**config.mk**
```make
export PLATFORM = sky130hd
export DESIGN_NAME = bw_tlb_miss_walker
export DESIGN_NICKNAME = d
export VERILOG_FILES = /design/src/rtl/bw_tlb_miss_walker_pkg.sv /design/src/rtl/bw_walker_timeout.sv /design/src/rtl/bw_tlb_miss_walker.sv
export SDC_FILE = /design/constraint.sdc
export NUM_CORES = 1
export LEC_CHECK = 0
export CORE_AREA = 2 2 214 216
export DETAILED_ROUTE_END_ITERATION = 8
export DIE_AREA = 0 0 216 218
export GPL_TIMING_DRIVEN = 0
export SYNTH_ARGS = -nofsm -noshare
export SYNTH_HDL_FRONTEND = slang
export SYNTH_SLANG_ARGS = --single-unit
```
**constraint.sdc**
```tcl
create_clock -name clk_i -period 8 [get_ports clk_i]
set_input_delay 1.2 -clock clk_i [delete_from_list [all_inputs] [get_ports clk_i]]
set_output_delay 1.2 -clock clk_i [all_outputs]
set_load 0.02 [all_outputs]
```
**src/rtl/bw_tlb_miss_walker_pkg.sv**
```systemverilog
// Shared MMU types: PTE / TLBE layout, walker state encoding and fault causes.
// A PTE is the lower 128-bit half of a TLBE.
package bw_tlb_miss_walker_pkg;

    typedef struct packed {
        logic [31:0] adr;           // [127:96] address the PTE was fetched from
        logic [15:0] access_count;  // [95:80]
        logic [7:0]  asid;          // [79:72]
        logic [39:0] rsvd;          // [71:32]
        logic [15:0] ppn;           // [31:16]
        logic [13:0] flags;         // [15:2]
        logic        g;             // [1] global: keep the PTE's own asid
        logic        v;             // [0]
    } pte_t;

    typedef struct packed {
        logic [127:0] ext;
        pte_t         pte;
    } tlbe_t;

    typedef enum logic [2:0] {
        S_IDLE,
        S_REQ,
        S_WAIT,
        S_CHECK,
        S_WRITE,
        S_DRAIN,
        S_FAULT
    } walk_state_e;

    localparam logic [1:0] CAUSE_INVALID = 2'd0;
    localparam logic [1:0] CAUSE_BUSERR  = 2'd1;
    localparam logic [1:0] CAUSE_TIMEOUT = 2'd2;

    function automatic tlbe_t mk_tlbe(input pte_t p, input logic [7:0] asid, input logic [31:0] adr);
        tlbe_t t;
        t.ext              = '0;
        t.pte              = p;
        t.pte.access_count = '0;
        t.pte.adr          = adr;
        if (!p.g) t.pte.asid = asid;
        return t;
    endfunction

endpackage

```
**src/rtl/bw_walker_timeout.sv**
```systemverilog
// Loadable up-counter that saturates at TMO and flags the terminal count.
module bw_walker_timeout #(
    parameter int TMO = 1023
) (
    input  logic clk_i,
    input  logic rst_i,
    input  logic load_i,
    input  logic en_i,
    output logic tc_o
);
    localparam int W = (TMO < 2) ? 1 : $clog2(TMO + 1);

    logic [W-1:0] cnt_q;

    assign tc_o = (cnt_q == W'(TMO));

    always_ff @(posedge clk_i or posedge rst_i) begin
        if (rst_i)               cnt_q <= '0;
        else if (load_i)         cnt_q <= '0;
        else if (en_i && !tc_o)  cnt_q <= cnt_q + W'(1);
    end
endmodule

```
**src/rtl/bw_tlb_miss_walker.sv**
```systemverilog
// TLB refill sequencer: fetch one PTE from a single-level table, then write a
// TLBE into a round-robin way, or raise a page fault on invalid PTE / bus error / timeout.
module bw_tlb_miss_walker
    import bw_tlb_miss_walker_pkg::*;
#(
    parameter int ASSOC     = 5,
    parameter int TMO       = 1023,
    parameter int PTE_BYTES = 16
) (
    input  logic         clk_i,
    input  logic         rst_i,
    input  logic         tlbmiss_i,
    input  logic [31:0]  tlbmiss_adr_i,
    input  logic [7:0]   asid_i,
    input  logic [31:0]  ptbr_i,
    input  logic         tlb_rdy_i,
    output logic         m_cyc_o,
    output logic         m_stb_o,
    output logic [31:0]  m_adr_o,
    input  logic         m_ack_i,
    input  logic         m_err_i,
    input  logic [127:0] m_dat_i,
    output logic         wrtlb_o,
    output logic [15:0]  tlbadr_o,
    output tlbe_t        tlbdat_o,
    output logic         busy_o,
    output logic         fault_o,
    output logic [1:0]   fault_cause_o,
    output logic [31:0]  fault_adr_o
);
    walk_state_e state_q, state_d;
    logic [31:0] va_q, va_d;
    logic [31:0] adr_q, adr_d;
    logic [7:0]  asid_q, asid_d;
    tlbe_t       tlbe_q, tlbe_d;
    logic [2:0]  way_q, way_d;
    logic [1:0]  cause_q, cause_d;
    logic        tmo_load, tmo_en, tmo_tc;

    bw_walker_timeout #(.TMO(TMO)) u_tmo (
        .clk_i  (clk_i),
        .rst_i  (rst_i),
        .load_i (tmo_load),
        .en_i   (tmo_en),
        .tc_o   (tmo_tc)
    );

    always_ff @(posedge clk_i or posedge rst_i) begin
        if (rst_i) begin
            state_q <= S_IDLE;
            va_q    <= '0;
            adr_q   <= '0;
            asid_q  <= '0;
            tlbe_q  <= '0;
            way_q   <= '0;
            cause_q <= '0;
        end else begin
            state_q <= state_d;
            va_q    <= va_d;
            adr_q   <= adr_d;
            asid_q  <= asid_d;
            tlbe_q  <= tlbe_d;
            way_q   <= way_d;
            cause_q <= cause_d;
        end
    end

    always_comb begin
        state_d  = state_q;
        va_d     = va_q;
        adr_d    = adr_q;
        asid_d   = asid_q;
        tlbe_d   = tlbe_q;
        way_d    = way_q;
        cause_d  = cause_q;
        tmo_load = 1'b0;
        tmo_en   = 1'b0;
        wrtlb_o  = 1'b0;
        fault_o  = 1'b0;
        unique case (state_q)
            S_IDLE: if (tlbmiss_i) begin
                va_d    = tlbmiss_adr_i;
                asid_d  = asid_i;
                adr_d   = ptbr_i + 32'(PTE_BYTES) * {16'h0, tlbmiss_adr_i[31:16]};
                state_d = S_REQ;
            end
            S_REQ: begin
                tmo_load = 1'b1;
                state_d  = S_WAIT;
            end
            S_WAIT: begin
                tmo_en = 1'b1;
                // err beats a simultaneous ack; ack beats an expiring timer
                if (m_err_i) begin
                    cause_d = CAUSE_BUSERR;
                    state_d = S_FAULT;
                end else if (m_ack_i) begin
                    tlbe_d  = mk_tlbe(pte_t'(m_dat_i), asid_q, adr_q);
                    state_d = S_CHECK;
                end else if (tmo_tc) begin
                    cause_d = CAUSE_TIMEOUT;
                    state_d = S_FAULT;
                end
            end
            S_CHECK: begin
                if (!tlbe_q.pte.v) begin
                    cause_d = CAUSE_INVALID;
                    state_d = S_FAULT;
                end else begin
                    state_d = S_WRITE;
                end
            end
            S_WRITE: if (tlb_rdy_i) begin
                wrtlb_o = 1'b1;
                way_d   = (way_q == 3'(ASSOC - 2)) ? 3'd0 : way_q + 3'd1;
                state_d = S_DRAIN;
            end
            S_FAULT: begin
                fault_o = 1'b1;
                state_d = S_DRAIN;
            end
            S_DRAIN: if (!tlbmiss_i || (tlbmiss_adr_i[31:16] != va_q[31:16])) begin
                state_d = S_IDLE;
            end
            default: state_d = S_IDLE;
        endcase
    end

    assign m_cyc_o       = (state_q == S_REQ) || (state_q == S_WAIT);
    assign m_stb_o       = m_cyc_o;
    assign m_adr_o       = adr_q;
    assign tlbadr_o      = {1'b0, va_q[25:16], 2'b00, way_q};
    assign tlbdat_o      = tlbe_q;
    assign busy_o        = (state_q != S_IDLE);
    assign fault_cause_o = cause_q;
    assign fault_adr_o   = va_q;

endmodule

```
# [Yosys cells after proc, flatten, opt, wreduce, memory -nomap -nowiden]
# Cells that the tools add are included.
[op_classes] addsub=3 eq_ne=16 muxes=22 bitwise=1 reduce_logical=14
[op_table] cell="32-bit by 20-bit adder with 32-bit output" count=1
[op_table] cell="3-bit two-way mux" count=7
[op_table] cell="3-bit one-hot mux with 7 select lines" count=1
[op_table] cell="10-bit two-way mux" count=2
[op_table] cell="16-bit != test" count=1
[op_table] cell="10-bit by 1-bit adder with 10-bit output (second input constant)" count=1
[op_table] cell="10-bit equality test (second input constant)" count=1
[op_table] cell="2-bit two-way mux" count=5
[op_table] cell="3-bit by 2-bit equality test with 1-bit output (second input constant)" count=3
[op_table] cell="3-bit equality test (second input constant)" count=3
[op_table] cell="8-bit two-way mux" count=1
[op_table] cell="2-bit != test (second input constant)" count=4
[op_table] cell="4-bit AND reduction" count=2
[op_table] cell="1-bit two-way mux" count=5
[op_table] cell="4-bit by 3-bit != test with 1-bit output (second input constant)" count=1
[op_table] cell="2-bit one-hot mux with 2 select lines" count=1
[op_table] cell="2-bit AND reduction" count=2
[op_table] cell="2-bit nonzero test" count=2
[op_table] cell="3-bit by 1-bit adder with 3-bit output (second input constant)" count=1
[op_table] cell="3-bit by 1-bit equality test with 1-bit output (second input constant)" count=1
[op_table] cell="3-bit zero test" count=1
[op_table] cell="3-bit by 2-bit != test with 1-bit output (second input constant)" count=1
[op_table] cell="3-bit != test (second input constant)" count=1
[op_table] cell="3-bit AND reduction" count=1
[op_table] cell="other kinds (5)" count=7
[totals] ff_bits=202 input_bits=206 word_cells=70

# [Depth between registers and ports, before layout]
# Gate-level depths: netlist of run 1.
[depth] depth_word=5 depth_mapped=9 depth_no_buf=8

# [Hierarchy]
# Synthesis of run 1 repeated with hierarchy kept, for this count alone.
[hier_totals] hier_cells=967 area_unflattened_um2=10287.4
[modules_own_cells] mod="bw_tlb_miss_walker" n_inst=1 cells_per_inst=901 area_per_inst_um2=9651.8 seq_area_each_um2=4804.6
[modules_own_cells] mod="bw_walker_timeout" n_inst=1 cells_per_inst=66 area_per_inst_um2=635.6 seq_area_each_um2=250.2

# [Least setup slack after synthesis of run 1]
# OpenSTA, ideal clock, no wires.
[synth_timing] path_type="in2out" start="in tlb_rdy_i" end="out wrtlb_o" arrival_ns=1.889 slack_ns=4.911 stages=2 n_path_buf=0 cell_sequence="nand2_1 nor3_1"
[synth_via] elab_chain_cells=2
[synth_rtl] element="start, declared" line="bw_tlb_miss_walker.sv:16" source="input logic tlb_rdy_i,"
[synth_rtl] element="1-bit two-way mux" line="bw_tlb_miss_walker.sv:113" source="S_WRITE: if (tlb_rdy_i) begin"
[synth_rtl] element="1-bit two-way mux" line="bw_tlb_miss_walker.sv:80" source="unique case (state_q)"
[synth_rtl] element="end, declared" line="bw_tlb_miss_walker.sv:23" source="output logic wrtlb_o,"
# No other way between the ends.

# [Final worst setup path of run 1]
# Ends and elaborated chain as after synthesis.

==> summary.md, run 1 <==
| Metric | Value |
|---|---|
| Final Util | 36.0% |
| Fin nets | 1760 |
| WP data required | 6.80 ns |
| Power density cells | 357 nW/um2 |
| Main synth FF type | dfrtp_1 |
| Leakage | 0.00755 uW |
| Placed cells | 2107 |
| Htree depth | 1 |
| Non-filler cells, final | 2155 |
| Synth top cells by count | 202 x dfrtp_1, 198 x nand2_1, 159 x buf_4 |
| Post-synthesis register bit count | 202 |
| # setup viols final | 0 |
| Full die area | 47100 um2 |
| ANT nets after route | 0 |
| GP Congestion | 0.797 |
| Fillers | 4522 |
| Most frequent cell after synthesis | dfrtp_1 |
| Mux contribution to synthesized area | 12.5% |
| Worst-margin pin slew | 1.14 ns |
| Crit end category | output port |
| Sinks on Clock Net | 202 |
| Width of the die | 216 um |
| Netlist cell types | 56 |
| Post-synth EDFFs | 0 |
| Mean Syn Cell Area | 10.3 um2 |
| Clk buf depth | 3 |
| Worst skew pair latency | 0.54 ns |
| HPWL after detailed placement | 28.6 mm |
| Vias in the first global route | 8761 |
| WL/cell | 16.7 um |
| Post-Layout Inst Area | 16200 um2 |
| CP Class | in2out |
| Total GRT Usage | 14.8% |
| Unrepaired setup endpoints after global routing | false |
| Root Buffer | clkbuf_16 |
| Simple-gate share of the synthesized area | 13.1% |
| Synth Area in Compound Gates | 7.35% |
| Period utilisation layout | 50.9% |
| Layout cells sized above 1 | 21.6% |
| Row count | 78 |
| Max Fclk | 0.245 GHz |
| Drt drc | 0 |
| Pins Over Slew Limit | 0 |
| Ys Warns | 0 |
| Mapped Cells | 1007 |
| Vias | 8745 |
| Drt first pass iters | 4 |
| Max-cap violations | 0 |
| Die height | 218 um |
| Routed wire length | 36.1 mm |
| Cell taking the most area after synthesis | dfrtp_1 |
| TritonCTS clock tree | done |
| 1st-iter DRT viols | 436 |
| First-pass GRT wire length | 53.7 mm |
| Mapped cell area | 10400 um2 |
| GRT Residual Overflow | 0 |
| Crit path DAT | 2.88 ns |
| Pin count of the biggest net entering global routing | 81 |
| Reg clk slew, reported paths | 0.06 ns |
| Synth top area share | 48.6% |
| Synth async-reset ratio | 100% |
| Area contributors post-synth | dfrtp_1 49%, buf_4 11%, mux2_2 11% |
| I/O pin count | 549 |
| Worst hold path type | reg2reg |
| Register cell area after layout | 5050 um2 |
| Post-synthesis xor/xnor area fraction | 2.61% |
| Seq/Total Area, Yosys | 48.6% |
| Area after DPL | 15300 um2 |
| Crit start category | input port |
| Port Buffers | 352 |
| Core ar. | 44900 um2 |
| Slew margin rel. | 24.1% |
| Area Growth Syn to Fin | 55.3% |
| DR vias/cell | 4.06 |
| Max FO, Critical Path | 4 |
| Min cycle time layout | 4.08 ns |
| Hold Fails Final Rpt | 0 |
| Overall power | 5780 uW |
| # hold bufs at CTS | 0 |
| WHS | 0.471 ns |
| Worst clock skew | 0.0221 ns |
| Peak VDD IR | 179 uV |
| Multi-input logic area | 4510 um2 |
| Setup bufs post-CTS | 0 |
| Initial Util | 23.2% |
| Largest family of logic cells by synthesized area | buffers and inverters |
| Initial antenna violation count | 1 |
| TritonCTS Buffers | 26 |
| Post-CTS sizing | 0 |
| Status | completed |
| Area share of fa/ha/maj cells after synthesis | 2.36% |
==> cell usage in the layout (no fill, tap or decap), types with 4 or more instances in the layout <==
master	Yosys	layout
clkdlybuf4s50_1	0	352
dfrtp_1	202	202
nand2_1	198	198
buf_4	159	159
conb_1	1	147
mux2_2	106	106
o21ai_0	37	37
a21oi_1	30	30
clkbuf_16	0	27
nor2_1	26	26
clkbuf_1	21	25
xor2_1	20	20
nand3_1	20	20
ha_1	18	18
buf_2	16	16
nor3_1	14	14
mux2i_1	11	11
xnor2_1	11	11
or3_1	10	10
inv_1	10	9
nand4_1	9	9
and3_1	7	7
o31ai_1	7	7
a21o_1	7	7
a211oi_1	7	7
nor4_1	6	6
clkbuf_8	0	6
o21a_1	5	5
nor3b_1	4	4
o211ai_1	4	4
==> metrics by stage <==
stage | worst slack, ns | setup TNS [ns]
6_report | 3.92 | 0
5_1_grt | 3.77 | 0
4_1_cts | 3.91 | 0
3_5_place_dp | 3.73 | 0
3_3_place_gp | -1.92 | -384.44
2_1_floorplan | 1.29 | 0
==> routing by layer <==
layer  vias to the layer above  global-route usage, %  wire, um
met2                       359                   26.1     17700
met4                         0                   3.77       652
li1                       4188                      -         -
met3                        42                   3.92      3110
met1                      4156                   17.9     14600
met5                         -                      0         0
==> worst paths after layout <==
| path | startpoint | end | slack [ns] | cells past startpoint |
|---|---|---|---|---|
| min in group asynchronous | rst_i | m_adr_o[2] | 1.07 | 2 |
| max in group asynchronous | rst_i | fault_adr_o[6] | 6.19 | 3 |
| max | tlb_rdy_i | wrtlb_o | 3.92 | 4 |
| max reg2reg | state_q[1] | fault_adr_o[3] | 5.02 | 7 |
| min | asid_q[2] | asid_q[2] | 0.47 | 2 |
| min reg2reg | asid_q[2] | asid_q[2] | 0.47 | 2 |
==> cells by family after synthesis <==
group / count (synthesis)
adder cells (fa/ha/maj): 19
AND/OR/NAND/NOR: 309
flip-flops: 202
XOR/XNOR: 31
buffers and inverters: 208
other: 1
multiplexers: 117
AO/OA/AOI/OAI: 120
==> power by group <==
| part | switching, uW | internal, uW | total, uW | leakage (uW) |
|---|---|---|---|---|
| logic | 1430 | 1340 | 2780 | 0.00462 |
| clock network | 474 | 704 | 1180 | 0.000419 |
| registers | 331 | 1490 | 1820 | 0.00252 |
==> critical path, cell delays in order <==
cell and delay [ns]:
clkdlybuf4s50_1 0.45, nand2_1 0.06, nor3_1 0.45, clkdlybuf4s50_1 0.71
==> flip-flops by register name, summed over array words and instances (netlist names) <==
register,count
fault_adr_o,32
state_q,3
asid_q,8
u_tmo.cnt_q,10
way_q,3
m_adr_o,32
fault_cause_o,2
tlbdat_o,112
==> cell type report <==
class | count | area share (%)
diodes | 1 | 0.0155
plain buffers | 198 | 8.41
clock buffers | 37 | 4.78
clock inverters | 10 | 0.580
inverters | 10 | 0.279
multi-input cells | 743 | 27.9
flip-flops and latches | 202 | 31.3
well taps | 600 | 4.64
repair buffers | 354 | 22.1
(Power assumes the default switching activity.)
==> inputs of run 2 (changes only) <==
CORE_AREA = 2 2 213 215   (was 2 2 214 216)
DIE_AREA = 0 0 215 217   (was 0 0 216 218)
clock period = 3.65 ns   (was 8 ns; I/O delays follow)
==> summary.md, run 2 (synthesis gave the netlist of run 1 again) <==
| Metric | Value |
|---|---|
| Status | completed |
| 1st-iter DRT viols | 414 |
| Period utilisation layout | 84.6% |
| Crit path DAT | 3.56 ns |
| First-pass GRT wire length | 52.8 mm |
| Root Buffer | clkbuf_16 |
| Routed wire length | 35.4 mm |
| Initial Util | 23.3% |
| DR vias/cell | 4.03 |
| Drt drc | 0 |
| Post-Layout Inst Area | 16200 um2 |
| TritonCTS clock tree | done |
| Unrepaired setup endpoints after global routing | false |
| GP Congestion | 0.834 |
| Full die area | 46700 um2 |
| Die height | 217 um |
| # setup viols final | 0 |
| WP data required | 4.12 ns |
| Net Sw Power | 4890 uW |
| HPWL after detailed placement | 28.2 mm |
| Area Growth Syn to Fin | 55.7% |
| WHS | 0.471 ns |
| P_int | 7780 uW |
| Commonest non-fill, non-tap cell in the layout | clkdlybuf4s50_1 |
| Leakage | 0.00757 uW |
| Sinks on Clock Net | 202 |
| Power density cells | 781 nW/um2 |
| Area after DPL | 15300 um2 |
| WL/cell | 16.4 um |
| Clock power frac | 20.5% |
| # hold bufs at CTS | 0 |
| Vias | 8696 |
| Reg power frac | 31.5% |
| Post-CTS sizing | 0 |
| Setup bufs post-CTS | 0 |
| Crit start category | flip-flop |
| Non-filler cells, final | 2159 |
| Peak VDD IR | 345 uV |
| Total GRT Usage | 14.7% |
| Worst hold path type | reg2reg |
| Combinational share of power | 47.9% |
| Htree depth | 1 |
| Worst skew pair latency | 0.53 ns |
| Reg clk slew, reported paths | 0.06 ns |
| Clk buf depth | 3 |
| Layout cells sized above 1 | 21.7% |
| Pins Over Slew Limit | 0 |
| Max FO, Critical Path | 10 |
| Pin count of the biggest net entering global routing | 42 |
| Core ar. | 44700 um2 |
| Worst-margin pin slew | 1.21 ns |
| Max-cap violations | 0 |
| Antenna diodes | 0 |
| Worst clock skew | 0.00598 ns |
| Min cycle time layout | 3.09 ns |
| CP Class | reg2reg |
| Final WS setup | 0.562 ns |
| Width of the die | 215 um |
| Initial antenna violation count | 1 |
| GRT Residual Overflow | 0 |
| Max Fclk | 0.324 GHz |
| Row count | 78 |
| TritonCTS Buffers | 27 |
| Overall power | 12700 uW |
| Slew margin rel. | 19.3% |
| Most frequent cells in the layout | 352 x clkdlybuf4s50_1, 202 x dfrtp_1, 198 x nand2_1, 159 x buf_4, 147 x conb_1 |
| Hold Fails Final Rpt | 0 |
| Switching portion of total power | 38.6% |
| Max reg flops | 112 |
| Fin nets | 1764 |
| Crit end category | flip-flop |
| Placed cells | 2110 |
| Port Buffers | 352 |
| Pre-CTS WS | 0.130 ns |
| Drt first pass iters | 4 |
| I/O pin count | 549 |
| ANT nets after route | 0 |
| Vias in the first global route | 8694 |
run 2: worst paths after layout:
| path | from | endpoint | slack, ns | cells past startpoint |
|---|---|---|---|---|
| min in group asynchronous | rst_i | tlbdat_o[34] | 0.51 | 2 |
| worst max-delay path | state_q[1] | fault_adr_o[4] | 0.56 | 7 |
| worst min register to register | fault_adr_o[14] | fault_adr_o[14] | 0.47 | 2 |
| max in group asynchronous | rst_i | fault_adr_o[18] | 2.22 | 4 |
| worst max register to register | state_q[1] | fault_adr_o[4] | 0.56 | 7 |
| worst min-delay path | fault_adr_o[14] | fault_adr_o[14] | 0.47 | 2 |
run 2: final cells by class:
type,count,area (um2)
clock buffers,36,739
fillers,4572,28500
repair buffers,357,3630
plain buffers,198,1360
multi-input cells,743,4510
flip-flops and latches,202,5050
inverters,10,41.3
well taps,600,751
clock inverters,13,126
run 2: critical path, cell delays in order, from the launching register on:
cell and delay, ns:
dfrtp_1 0.36, buf_4 0.16, or3_1 0.47, nor2_1 0.65, clkbuf_1 0.71, buf_2 0.42, nand2_1 0.17, nand2_1 0.08
run 2: per-layer routing:
layer	routed length (um)	up-vias	GRT usage, %
met5	0	-	0
met3	2520	37	3.79
met1	15000	4111	18.2
met4	665	0	3.82
met2	17200	348	25.4
li1	-	4200	-
run 2: power groups by stage:
stage / sequential [uW] / clock (uW) / combinational, uW
floorplan: 5040 / 0 / 2030
global placement: 4010 / 0 / 6070
detailed placement: 4050 / 0 / 6130
CTS: 4020 / 2710 / 6150
global route: 4140 / 2800 / 6470
finish: 4000 / 2600 / 6070
run 2: stage by stage:
stage               TNS (ns)  util, %
global placement     -281.58     34.1
CTS                        0     36.3
floorplan                  0        -
detailed placement         0     34.3
finish                     0     36.3
global route               0     36.3
